==> config.mk <==
export PLATFORM = sky130hd
export DESIGN_NAME = imem_loader
export DESIGN_NICKNAME = d
export VERILOG_FILES = /design/src/rtl/imem_pkg.sv /design/src/rtl/imem_word_asm.sv /design/src/rtl/imem_loader.sv
export SDC_FILE = /design/constraint.sdc
export NUM_CORES = 1
export LEC_CHECK = 0
export BUFFER_PORTS_ARGS = -buffer_cell sky130_fd_sc_hd__clkbuf_2
export CORE_MARGIN = 4
export CORE_UTILIZATION = 55
export CTS_CLUSTER_SIZE = 10
export DETAILED_ROUTE_END_ITERATION = 10
export PLACE_DENSITY = 0.78
export SYNTH_ARGS = -nofsm -noshare
export SYNTH_HDL_FRONTEND = slang
export SYNTH_SLANG_ARGS = --single-unit
==> constraint.sdc <==
create_clock -name clk -period 2.7 [get_ports clk]
set_input_delay 0.54 -clock clk [delete_from_list [all_inputs] [get_ports clk]]
set_output_delay 0.54 -clock clk [all_outputs]
set_load 0.02 [all_outputs]
==> src/rtl/imem_pkg.sv <==
// Shared constants for the instruction memory boot loader.
// State encoding and memory geometry.
package imem_pkg;

  localparam logic [2:0] S_IDLE = 3'd0;
  localparam logic [2:0] S_HDR0 = 3'd1;
  localparam logic [2:0] S_HDR1 = 3'd2;
  localparam logic [2:0] S_DATA = 3'd3;
  localparam logic [2:0] S_DONE = 3'd4;
  localparam logic [2:0] S_ERR  = 3'd5;

  localparam int IMEM_DEPTH      = 512;
  localparam int IMEM_IDX_W      = 9;
  localparam int IMEM_ADDR_SHIFT = 2;
  localparam int IMEM_CNT_W      = 16;

endpackage

==> src/rtl/imem_word_asm.sv <==
// Little-endian byte-to-word assembler.
// word_valid_o fires with the fourth byte.
module imem_word_asm (
  input  logic        clk,
  input  logic        rst_n,
  input  logic        clr_i,
  input  logic        en_i,
  input  logic [7:0]  byte_i,
  output logic [31:0] word_o,
  output logic        word_valid_o
);

  logic [23:0] sh_q, sh_d;
  logic [1:0]  cnt_q, cnt_d;

  // Shift new bytes in from the top so byte 0 ends up in [7:0].
  always_comb begin
    sh_d  = sh_q;
    cnt_d = cnt_q;
    if (clr_i) begin
      sh_d  = '0;
      cnt_d = '0;
    end else if (en_i) begin
      sh_d  = {byte_i, sh_q[23:8]};
      cnt_d = cnt_q + 2'd1;
    end
  end

  // Byte buffer and position counter.
  always_ff @(posedge clk or negedge rst_n) begin
    if (!rst_n) begin
      sh_q  <= '0;
      cnt_q <= '0;
    end else begin
      sh_q  <= sh_d;
      cnt_q <= cnt_d;
    end
  end

  assign word_o       = {byte_i, sh_q};
  assign word_valid_o = en_i & ~clr_i & (cnt_q == 2'd3);

endmodule

==> src/rtl/imem_loader.sv <==
// Boot loader: byte stream in, imem word writes out.
// Keeps the core in reset until the image is loaded.
module imem_loader
  import imem_pkg::*;
#(
  parameter int DEPTH = IMEM_DEPTH,
  parameter int CNT_W = IMEM_CNT_W
) (
  input  logic        clk,
  input  logic        rst_n,
  input  logic        ld_start,
  input  logic [7:0]  ld_byte,
  input  logic        ld_valid,
  output logic        ld_ready,
  output logic        im_we,
  output logic [31:0] im_waddr,
  output logic [31:0] im_wdata,
  output logic        ld_busy,
  output logic        ld_done,
  output logic        ld_err,
  output logic        cpu_rst_n
);

  localparam int IDX_W = $clog2(DEPTH + 1);

  logic [2:0]       state_q, state_d;
  logic [CNT_W-1:0] cnt_q, cnt_d;
  logic [IDX_W-1:0] widx_q, widx_d;
  logic             we_q;
  logic [31:0]      waddr_q, waddr_d;
  logic [31:0]      wdata_q, wdata_d;
  logic             done_q, err_q, crst_q;

  logic             xfer, start_go, last_word;
  logic             wvalid;
  logic [31:0]      word;
  logic [CNT_W-1:0] hdr_cnt;

  assign ld_busy  = (state_q == S_HDR0) |
                    (state_q == S_HDR1) |
                    (state_q == S_DATA);
  assign ld_ready = ld_busy;
  assign xfer     = ld_valid & ld_ready;

  assign start_go = ld_start & ((state_q == S_IDLE) |
                                (state_q == S_DONE) |
                                (state_q == S_ERR));

  assign hdr_cnt   = CNT_W'({ld_byte, cnt_q[7:0]});
  assign last_word = wvalid &
                     (CNT_W'(widx_q) + CNT_W'(1) == cnt_q);

  imem_word_asm u_asm (
    .clk          (clk),
    .rst_n        (rst_n),
    .clr_i        (start_go),
    .en_i         (xfer & (state_q == S_DATA)),
    .byte_i       (ld_byte),
    .word_o       (word),
    .word_valid_o (wvalid)
  );

  // Load FSM, header capture and word index.
  always_comb begin
    state_d = state_q;
    cnt_d   = cnt_q;
    widx_d  = widx_q;
    case (state_q)
      S_IDLE, S_DONE, S_ERR: begin
        if (start_go) begin
          state_d = S_HDR0;
          widx_d  = '0;
        end
      end
      S_HDR0: begin
        if (xfer) begin
          cnt_d[7:0] = ld_byte;
          state_d    = S_HDR1;
        end
      end
      S_HDR1: begin
        if (xfer) begin
          cnt_d = hdr_cnt;
          if (hdr_cnt == '0)
            state_d = S_DONE;
          else if (hdr_cnt > CNT_W'(DEPTH))
            state_d = S_ERR;
          else
            state_d = S_DATA;
        end
      end
      S_DATA: begin
        if (wvalid) begin
          widx_d = widx_q + IDX_W'(1);
          if (last_word)
            state_d = S_DONE;
        end
      end
      default: state_d = S_IDLE;
    endcase
  end

  // Write port holds its last address/data between pulses.
  always_comb begin
    waddr_d = waddr_q;
    wdata_d = wdata_q;
    if (wvalid) begin
      waddr_d = 32'(widx_q) << IMEM_ADDR_SHIFT;
      wdata_d = word;
    end
  end

  // State and registered outputs.
  always_ff @(posedge clk or negedge rst_n) begin
    if (!rst_n) begin
      state_q <= S_IDLE;
      cnt_q   <= '0;
      widx_q  <= '0;
      we_q    <= 1'b0;
      waddr_q <= '0;
      wdata_q <= '0;
      done_q  <= 1'b0;
      err_q   <= 1'b0;
      crst_q  <= 1'b0;
    end else begin
      state_q <= state_d;
      cnt_q   <= cnt_d;
      widx_q  <= widx_d;
      we_q    <= wvalid;
      waddr_q <= waddr_d;
      wdata_q <= wdata_d;
      done_q  <= (state_d == S_DONE);
      err_q   <= (state_d == S_ERR);
      crst_q  <= (state_d == S_DONE);
    end
  end

  assign im_we     = we_q;
  assign im_waddr  = waddr_q;
  assign im_wdata  = wdata_q;
  assign ld_done   = done_q;
  assign ld_err    = err_q;
  assign cpu_rst_n = crst_q;

endmodule

==> reports/qor.csv <==
metric,value,unit
status,finished clean,
ant_nets,0,
drt_iter0_drc,167,
clock_path_buffers,2,
hpwl,6350,microns
setup_ws,0.292,ns
arrival,2.65,ns
pwr-share-comb,29.0,%
yosysTopAreaCellShare,56.3,%
clock_sinks,100,
grt_max_degree,62,
num_antenna_cells,0,
p_sw,1.64,mW
yosysWarnings,0,
p_sw_share,36.7,%
power.internal,2.84,mW
grt_usage,19.7,%
cts.reportedPaths.clkPinSlew,0.10,ns
cts_tree,done,
antenna_found_initial,0,
cts.repair.resized,0,
insertion_delay,0.36,ns
ys_seq_elements,100,
cts_made_buffers,9,
yosysTopAreaCell,dfrtp_1,
rsz0062_at_grt,no,
syn_inst,414,
die_w,97.9,microns
numPortBuffers,59,
io_pins,82,
first_pass_iters,5,
layout.nets,480,
fp-row-count,32,
synth_area,4440,sq um
synth_area_leaders,"dfrtp_1 (56%), nand2_1 (8.9%), mux2_2 (7.6%)",
avgSynthCellArea,10.7,sq um
root_buffer,clkbuf_8,
powerDensity,911,nW/um^2
die_area,9580,sq um
start_util,56.9,%
first_global_vias,3062,
overflow,0,
dp_slack,0.322,ns
vias,3155,
cap_violations,0,
crit_type,register to register,
grt_pass1_wl,15400,microns
postCtsSetupBuffers,0,
slew_viol_final,0,
hold_buffers,0,
tightest_slew,0.759,ns
min_path_type,input pin to async pin,
htree_levels,3,
syn_to_final_growth,10.7,%
irDropWorstVdd,0.495,mV
finalCriticalPeriod,2.41,ns
final-setup-viol-count,0,
gp_congestion,0.856,
p_leak,2.55,nW
worst_setup_path_start_kind,register,
finalHoldViolCount,0,
n_fill_cell,638,
totalWireLength,9080,microns
crit_required,2.94,ns
core,7810,sq um
crit_fanout,8,
detail_route.vias_per_cell,5.52,
synth-edff-count,0,
drcViolationCount,0,
layout-drive-gt1-share,24.9,%
routedWlPerCell,15.9,microns
synthFlopType,dfrtp_1,
finClkSkew,0.00920,ns
fmax,415,MHz
slew_headroom,49.4,%
die_y,97.9,microns
seq_power_share,51.3,%
setup_tns,0,ns
clock_power_share,19.7,%
ys_async_sr_fraction,100,%
period_share,89.2,%
synth-seq-area-share,56.3,%
end_kind,register,
synth.distinct_cells,47,
[cells by family after synthesis]
logic type	synth area share (%)
AND/OR/NAND/NOR	16.8
other	0.0844
AO/OA/AOI/OAI	10.2
buffers and inverters	6.20
XOR/XNOR	1.97
multiplexers	7.83
flip-flops	56.3
adder cells (fa/ha/maj)	0.563
[power by group through the flow]
stage	sequential, mW	clock [mW]	combinational (mW)
2_1_floorplan	2.31	0	0.896
3_3_place_gp	2.30	0	1.26
3_5_place_dp	2.32	0	1.31
4_1_cts	2.29	0.903	1.31
5_1_grt	2.36	0.965	1.42
6_report	2.30	0.884	1.30
[layout by cell type (no fill, tap or decap), drive strengths merged, types with 3 or more instances in the layout]
cell type  netlist  final
a22o            25     25
o21ai           15     15
dfrtp          100    100
a21oi            3      3
nor2            12     12
mux2            30     30
clkbuf          15     67
nand2          105    105
and3             3      3
nand4            3      3
clkinv           1      4
nand2b           3      3
nor3            10     10
nand3            8      8
inv              2      5
buf             29      6
nor2b            3      3
conb             1     22
xnor2            8      8
o31ai            5      5
nor4             5      5
or4              3      3
[final cells by class]
| cell class | instances | area [sq um] | area share [%] |
|---|---|---|---|
| Multi-Input combinational cell | 288 | 1750 | 35.5 |
| Clock inverter | 6 | 57.6 | 1.17 |
| Timing Repair Buffer | 64 | 348 | 7.08 |
| Tap cell | 102 | 128 | 2.60 |
| Clock buffer | 9 | 124 | 2.52 |
| Sequential cell | 100 | 2500 | 50.9 |
| Inverter | 3 | 11.3 | 0.229 |
[metrics by stage]
stage	instance area (sq um)	power (mW)	cells	util [%]	hold slack [ns]
6_report	4920	4.48	572	63.0	0.252
5_1_grt	4920	4.74	572	63.0	0.308
4_1_cts	4920	4.51	572	63.0	0.275
3_5_place_dp	4730	3.63	557	60.6	0.463
3_3_place_gp	4730	3.56	557	60.6	0.460
2_1_floorplan	4520	3.21	435	-	0.244
[per-layer routing]
metal	vias up	share of wire [%]	track usage [%]
met3	6	5.7	4.29
met4	0	0.85	4.58
li1	1482	-	-
met2	91	49	31.2
met5	-	0	0
met1	1576	45	28.1
[critical path, cell delays in order, from the launching register on]
cell	delay [ns]
dfrtp_1	0.50
ha_1	0.28
nand3_1	0.24
nor2_1	0.27
xnor2_1	0.11
or4_4	0.52
o311ai_2	0.27
a2bb2oi_1	0.10
[state kept, by name, summed over array words and instances, names as in the netlist]
signal       flops
u_asm.cnt_q      2
im_wdata        32
widx_q          10
cpu_rst_n        1
cnt_q           16
ld_err           1
state_q          3
u_asm.sh_q      24
im_waddr        10
im_we            1
[final timing paths]
| path | to | cells after the start | slack, ns | startpoint |
|---|---|---|---|---|
| min in group clk | im_wdata[28] | 3 | 0.44 | ld_byte[4] |
| worst min-delay path | state_q[0] | 1 | 0.25 | rst_n |
| worst max register to register | ld_err | 7 | 0.29 | widx_q[0] |
| worst max-delay path | ld_err | 7 | 0.29 | widx_q[0] |
| worst min register to register | im_wdata[0] | 2 | 0.48 | im_wdata[0] |
| max in group asynchronous | u_asm.sh_q[1] | 2 | 1.78 | rst_n |
[cells in the mapped netlist (4+ instances only)]
library cell	n
a22o_1	25
o21ai_0	15
nand3_1	8
nor2_1	12
clkbuf_1	15
buf_2	4
nor4_1	5
mux2_2	30
nand2_1	105
dfrtp_1	100
buf_4	25
o31ai_1	5
xnor2_1	8
nor3_1	8
Note: power is estimated with default switching activity, not from simulation.
